==> config.mk <==
export PLATFORM = sky130hd
export DESIGN_NAME = demux_gate_scheduler
export DESIGN_NICKNAME = d
export VERILOG_FILES = /design/src/rtl/demux_gate_pkg.sv /design/src/rtl/demux_gate_scheduler_gate_eval.sv /design/src/rtl/demux_gate_scheduler.sv
export SDC_FILE = /design/constraint.sdc
export NUM_CORES = 1
export LEC_CHECK = 0
export BUFFER_PORTS_ARGS = -buffer_cell sky130_fd_sc_hd__buf_4
export CORE_MARGIN = 5
export CORE_UTILIZATION = 28
export CTS_CLUSTER_DIAMETER = 120
export DETAILED_ROUTE_END_ITERATION = 7
export PLACE_DENSITY = 0.46
export SLEW_MARGIN = 20
export SYNTH_ARGS = -nofsm -noshare
export SYNTH_HDL_FRONTEND = slang
export SYNTH_SLANG_ARGS = --single-unit
==> constraint.sdc <==
create_clock -name clk -period 4.4 [get_ports clk]
set_clock_uncertainty 0.2 [all_clocks]
set_input_delay 0.66 -clock clk [delete_from_list [all_inputs] [get_ports clk]]
set_output_delay 0.66 -clock clk [all_outputs]
set_load 0.05 [all_outputs]
==> src/rtl/demux_gate_pkg.sv <==
// Shared definitions for the demux-built gate evaluator and its scheduler.
// Contents:
//   gate_op_t  2-bit opcode type
//   OP_AND, OP_OR, OP_NOT, OP_RSVD  opcode encodings
package demux_gate_pkg;

  typedef logic [1:0] gate_op_t;

  localparam gate_op_t OP_AND  = 2'b00;
  localparam gate_op_t OP_OR   = 2'b01;
  localparam gate_op_t OP_NOT  = 2'b10;
  localparam gate_op_t OP_RSVD = 2'b11;

endpackage

==> src/rtl/demux_gate_scheduler_gate_eval.sv <==
// Combinational gate evaluator built from 1x2 demux cells.
//
// demux_1_2 ports:
//   sel  select input
//   i    data input, routed to y0 when sel=0 and to y1 when sel=1
//   y0   i & ~sel
//   y1   i &  sel
//
// gate_eval_demux ports:
//   a, b  operands
//   op    opcode (AND / OR / NOT a / reserved)
//   y     gate result, 0 for the reserved opcode
//   err   set for the reserved opcode
module demux_1_2 (
  input  logic sel,
  input  logic i,
  output logic y0,
  output logic y1
);

  assign y0 = i & ~sel;
  assign y1 = i & sel;

endmodule

module gate_eval_demux
  import demux_gate_pkg::*;
(
  input  logic     a,
  input  logic     b,
  input  gate_op_t op,
  output logic     y,
  output logic     err
);

  logic and_y0, and_y1;
  logic or_y0, or_y1;
  logic not_y0, not_y1;
  logic unused_outs;

  // AND: b is routed to y1 only when a is high.
  demux_1_2 u_and (.sel(a), .i(b),    .y0(and_y0), .y1(and_y1));
  // OR: y0|y1 recovers b whatever a is; OR-ing a completes a|b.
  demux_1_2 u_or  (.sel(a), .i(b),    .y0(or_y0),  .y1(or_y1));
  // NOT: a constant 1 lands on y0 only when a is low.
  demux_1_2 u_not (.sel(a), .i(1'b1), .y0(not_y0), .y1(not_y1));

  // Leftover demux legs are not part of any gate function.
  assign unused_outs = &{1'b0, and_y0, not_y1};

  always_comb begin
    y   = 1'b0;
    err = 1'b0;
    case (op)
      OP_AND:  y = and_y1;
      OP_OR:   y = or_y0 | or_y1 | a;
      OP_NOT:  y = not_y0;
      default: err = 1'b1;
    endcase
  end

endmodule

==> src/rtl/demux_gate_scheduler.sv <==
// Shares one demux gate evaluator among NUM_REQ requesters. A round-robin
// arbiter grants one request per cycle whenever the single-entry response
// register is free or draining; the result is returned one cycle later on a
// tagged valid/ready response channel.
//
// Ports:
//   clk, rst_n   clock, asynchronous active-low reset
//   req_valid    per-requester request valid
//   req_ready    per-requester accept, one-hot or zero (zero during reset)
//   req_a/req_b  per-requester operand bits
//   req_op       per-requester 2-bit opcode, bits [2i+1:2i] for requester i
//   rsp_valid    response valid, rsp_ready its accept
//   rsp_id       requester index the response belongs to
//   rsp_y        gate result, rsp_err set for the reserved opcode
//   op_count     saturating count of completed response handshakes
module demux_gate_scheduler
  import demux_gate_pkg::*;
#(
  parameter int NUM_REQ = 4,
  parameter int ID_W    = 2,
  parameter int CNT_W   = 16
) (
  input  logic                 clk,
  input  logic                 rst_n,
  input  logic [NUM_REQ-1:0]   req_valid,
  output logic [NUM_REQ-1:0]   req_ready,
  input  logic [NUM_REQ-1:0]   req_a,
  input  logic [NUM_REQ-1:0]   req_b,
  input  logic [2*NUM_REQ-1:0] req_op,
  output logic                 rsp_valid,
  input  logic                 rsp_ready,
  output logic [ID_W-1:0]      rsp_id,
  output logic                 rsp_y,
  output logic                 rsp_err,
  output logic [CNT_W-1:0]     op_count
);

  function automatic logic [CNT_W-1:0] sat_inc(input logic [CNT_W-1:0] v);
    return (&v) ? v : v + 1'b1;
  endfunction

  logic [ID_W-1:0]  ptr_q, ptr_d;
  logic             rsp_valid_q, rsp_valid_d;
  logic [ID_W-1:0]  rsp_id_q, rsp_id_d;
  logic             rsp_y_q, rsp_y_d;
  logic             rsp_err_q, rsp_err_d;
  logic [CNT_W-1:0] cnt_q, cnt_d;

  logic            slot_free;
  logic            found;
  logic            accept;
  logic [ID_W-1:0] grant_id;
  logic [ID_W:0]   cand_sum;
  logic [ID_W-1:0] cand;
  logic            sel_a, sel_b;
  gate_op_t        sel_op;
  logic            eval_y, eval_err;

  assign slot_free = !rsp_valid_q || rsp_ready;

  // Circular search from ptr_q; the extra sum bit keeps the wrap correct
  // when NUM_REQ is not a power of two.
  always_comb begin
    found    = 1'b0;
    grant_id = '0;
    cand_sum = '0;
    cand     = '0;
    for (int k = 0; k < NUM_REQ; k++) begin
      cand_sum = {1'b0, ptr_q} + (ID_W+1)'(k);
      if (cand_sum >= (ID_W+1)'(NUM_REQ))
        cand_sum = cand_sum - (ID_W+1)'(NUM_REQ);
      cand = cand_sum[ID_W-1:0];
      if (!found && req_valid[cand]) begin
        found    = 1'b1;
        grant_id = cand;
      end
    end
  end

  // rst_n gates the grant so req_ready reads zero for the whole reset.
  assign accept    = found && slot_free && rst_n;
  assign req_ready = accept ? (NUM_REQ'(1) << grant_id) : '0;

  assign sel_a  = req_a[grant_id];
  assign sel_b  = req_b[grant_id];
  assign sel_op = req_op[{grant_id, 1'b0} +: 2];

  gate_eval_demux u_eval (
    .a   (sel_a),
    .b   (sel_b),
    .op  (sel_op),
    .y   (eval_y),
    .err (eval_err)
  );

  always_comb begin
    ptr_d       = ptr_q;
    rsp_valid_d = rsp_valid_q;
    rsp_id_d    = rsp_id_q;
    rsp_y_d     = rsp_y_q;
    rsp_err_d   = rsp_err_q;
    cnt_d       = cnt_q;
    if (accept) begin
      ptr_d       = (grant_id == ID_W'(NUM_REQ-1)) ? '0 : grant_id + 1'b1;
      rsp_valid_d = 1'b1;
      rsp_id_d    = grant_id;
      rsp_y_d     = eval_y;
      rsp_err_d   = eval_err;
    end else if (rsp_ready) begin
      rsp_valid_d = 1'b0;
    end
    if (rsp_valid_q && rsp_ready)
      cnt_d = sat_inc(cnt_q);
  end

  always_ff @(posedge clk or negedge rst_n) begin
    if (!rst_n) begin
      ptr_q       <= '0;
      rsp_valid_q <= 1'b0;
      rsp_id_q    <= '0;
      rsp_y_q     <= 1'b0;
      rsp_err_q   <= 1'b0;
      cnt_q       <= '0;
    end else begin
      ptr_q       <= ptr_d;
      rsp_valid_q <= rsp_valid_d;
      rsp_id_q    <= rsp_id_d;
      rsp_y_q     <= rsp_y_d;
      rsp_err_q   <= rsp_err_d;
      cnt_q       <= cnt_d;
    end
  end

  assign rsp_valid = rsp_valid_q;
  assign rsp_id    = rsp_id_q;
  assign rsp_y     = rsp_y_q;
  assign rsp_err   = rsp_err_q;
  assign op_count  = cnt_q;

endmodule

==> metrics.md <==
| Metric | Value |
|---|---|
| Critical path buffer and inverter count | `2` |
| Die height | `79.8 um` |
| Antenna diode count | `0` |
| Register clock-pin slew on the reported worst setup and hold paths | `0.08 ns` |
| IO Count | `48` |
| Port buffer count | `47` |
| Grt total ovfl | `0` |
| Post-Syn Nets | `157` |
| Number of buffers inserted to repair setup after CTS | `0` |
| Count of fill cells added during filler insertion | `477` |
| Growth of design area from synthesis to finish | `32.8%` |
| Cts hold-fix bufs | `0` |
| Max stage delay cell, worst path | `sky130_fd_sc_hd__o221ai_2` |
| Area of the multi-input gates | `736 sq um` |
| Nets@finish | `206` |
| Cell type contributing the most total cell area after synthesis | `sky130_fd_sc_hd__dfrtp_1` |
| Iteration-0 DRC count of the detailed router | `54` |
| Power Dens Cells | `532 mW/mm^2` |
| Insertion delay to the later sink of the worst-skew pair | `0.26 ns` |
| Total placed instance area | `0.00177 sq mm` |
| Detailed-route via count | `1114` |
| Cell Area, Synth | `0.00136 sq mm` |
| Area of the core region | `0.00472 sq mm` |
| Max rail drop VDD | `0.208 mV` |
| Effective utilization at floorplan | `28.9%` |
| Top cell family by delay on the critical path | `compound AO/OA/AOI/OAI gates` |
| Kind of start point of the critical path | `register` |
| Post-route fraction of the period consumed by the critical path | `73.5%` |
| Status | `finished clean` |
| RR Startpoint | `ptr_q[1]` |
| Vias in the first global route | `1157` |
| Routability congestion estimate | `0.855` |
| Setup repair after global routing missed its margin | `false` |
| Worst Setup SP | `ptr_q[1]` |
| Share of synthesized area occupied by flip-flops and latches | `42.2%` |
| Number of rows in the core area | `25` |
| Cell types with the largest area share after synthesis | `sky130_fd_sc_hd__dfrtp_1 (42%), sky130_fd_sc_hd__xnor2_1 (8.3%), sky130_fd_sc_hd__mux2i_1 (6.6%)` |
| Wire length of the first global-routing pass | `5.25 mm` |
| Clock tree from TritonCTS | `done` |
| H-tree depth reported by CTS | `1` |
| Class of the most critical hold timing path | `in -> async` |
| Worst Max-Slew Pin Slew | `0.706 ns` |
| Maximum buffer depth of the clock tree | `2` |
| DR pass1 iterations | `5` |
| Detail Placement HPWL | `2.42 mm` |
| Crit path arrival time | `2.37 ns` |
| Die width | `79.8 um` |
| Final count of negative-setup-slack endpoints | `0` |
| Wire length after detailed routing | `3.09 mm` |
| Number of warning messages in the yosys log | `0` |
| Antenna violation net count after detailed routing | `0` |
| Largest net degree at the start of global routing | `25` |
| Critical-path cell list | `mux2_4 > o221ai_2 > inv_1 > ha_1 > and2_1 > buf_4` |
| Shortest clock period the worst path allows after layout | `3.23 ns` |
| Clock tree sinks | `23` |
| Die Outline Area | `0.00637 sq mm` |
| Sequential cell area | `576 sq um` |
| Average wire per cell in the routed design | `12.7 um` |
| Number of buffers inserted during clock tree synthesis | `3` |
| Count of unresolved DRC violations after routing | `0` |
| Start-to-end type of the worst setup path | `reg -> out` |
| Max_cap viols | `0` |
| CTS Root Cell | `sky130_fd_sc_hd__clkbuf_8` |
| Global-route total usage across every layer | `10.2%` |
| Cells after Synth | `129` |
| Delay of the slowest cell on the worst path | `0.56 ns` |
| Number of resized instances in the post-cts repair step | `0` |
| Required arrival time at the worst endpoint | `3.54 ns` |
| DR vias/cell | `4.57` |
| Setup Total Neg Slack | `0 ns` |
| Upper clock frequency limit | `0.309 GHz` |
| Yosys cell types | `37` |
| Non-Filler Cell Area, Final | `0.00181 sq mm` |
| Reported leakage power | `0.874 nW` |
| Post-Synthesis Mean Instance Area | `10.6 sq um` |
| Worst-case headroom to the max-slew limit | `52.9%` |
| Share of layout cells above drive strength 1 | `35.6%` |
| Share of the synthesized area in the top cell type | `42.2%` |
| Critical path fanouts, max | `11` |
| Yosys reg bits | `23` |
| Antenna violations before repair | `0` |
| Endpoints failing hold | `0` |
| Fin. max-slew vios | `0` |
| Endpoint class of the critical path | `primary output` |
## kinds of logic (layout without fill, tap and decap cells)
kind of cell / count (synthesis) / count (layout) / synth area share [%]
muxes: 14 / 14 / 11.0
adders and majority gates: 6 / 6 / 5.41
and+or+nand+nor: 47 / 47 / 17.9
buffers and inverters: 8 / 56 / 3.85
xor gates and xnor gates: 15 / 15 / 9.63
AOI/OAI and AO/OA: 16 / 16 / 10.0
DFF: 23 / 23 / 42.2
## cells in the mapped netlist (all sizes together)
library cell	n
nand4	3
o21ai	2
and2b	1
nor2	1
o221ai	1
nor2b	1
and4	1
nand3b	1
o41ai	1
o22a	1
and2	5
buf	3
ha	5
mux2	5
inv	5
a21oi	3
o31ai	3
a21boi	1
or3b	1
mux2i	9
a41oi	2
nor3	2
or2b	1
a2111oi	1
and3	2
nand2b	2
xor2	2
dfrtp	23
or3	1
maj3	1
nand3	4
nand2	21
a21o	1
xnor2	13
## registers in the layout, summed over array words and instances (netlist names)
| name | flops |
|---|---|
| rsp_err | 1 |
| ptr_q | 2 |
| rsp_valid | 1 |
| rsp_y | 1 |
| rsp_id | 2 |
| op_count | 16 |
## worst paths after layout
check / end / depth (start not counted) / slack [ns]
min in group clk: rsp_id[0] / 2 / 0.29
max in group asynchronous: op_count[12] / 1 / 3.67
min reg2reg: rsp_id[0] / 2 / 0.29
min: op_count[2] / 1 / 0.09
max: req_ready[3] / 6 / 1.17
max reg2reg: rsp_y / 6 / 1.76
## report_power, final
| group | internal, W | switching (W) |
|---|---|---|
| Sequential | 0.000265 | 0.0000639 |
| Clock | 0.0000646 | 0.0000678 |
| Combinational | 0.000185 | 0.000317 |
| Total | 0.000515 | 0.000449 |
## final cells by class
type / count / share of cell area (%)
clock buffers: 4 / 2.49
inverters: 5 / 1.04
multi-input cells: 98 / 40.6
flip-flops and latches: 23 / 31.8
well taps: 67 / 4.63
repair buffers: 47 / 19.5
## stage by stage
step	cells	worst slack (ns)	total power, W	utilization (%)	hold slack (ns)
floorplan	129	1.72	0.000703	-	0.164
global placement	240	1.20	0.000835	37.4	0.268
global route	244	0.962	0.00103	38.4	0.103
CTS	244	1.15	0.000981	38.4	0.0929
detailed placement	240	1.16	0.000841	37.4	0.273
finish	244	1.17	0.000964	38.4	0.0870
## placed cells by master, fill, tap and decap left out, types with 2 or more instances in the layout
cell type | synthesis | routed
sky130_fd_sc_hd__ha_1 | 5 | 5
sky130_fd_sc_hd__clkbuf_8 | 0 | 3
sky130_fd_sc_hd__buf_4 | 0 | 47
sky130_fd_sc_hd__nand4_1 | 3 | 3
sky130_fd_sc_hd__and2_1 | 4 | 4
sky130_fd_sc_hd__nand2b_1 | 2 | 2
sky130_fd_sc_hd__o21ai_0 | 2 | 2
sky130_fd_sc_hd__xnor2_1 | 13 | 13
sky130_fd_sc_hd__dfrtp_1 | 23 | 23
sky130_fd_sc_hd__nand2_1 | 21 | 21
sky130_fd_sc_hd__mux2i_1 | 9 | 9
sky130_fd_sc_hd__nor3_1 | 2 | 2
sky130_fd_sc_hd__inv_1 | 5 | 5
sky130_fd_sc_hd__o31ai_1 | 3 | 3
sky130_fd_sc_hd__xor2_1 | 2 | 2
sky130_fd_sc_hd__a21oi_1 | 3 | 3
sky130_fd_sc_hd__nand3_1 | 4 | 4
sky130_fd_sc_hd__and3_1 | 2 | 2
sky130_fd_sc_hd__mux2_2 | 4 | 4
## routing by layer
layer  track usage, %  share of wire, %
met5                0                 0
met2             15.2                44
met4             4.90               2.0
met1             13.2                45
met3             3.39               9.0
Note: power is estimated with default switching activity, not from simulation.
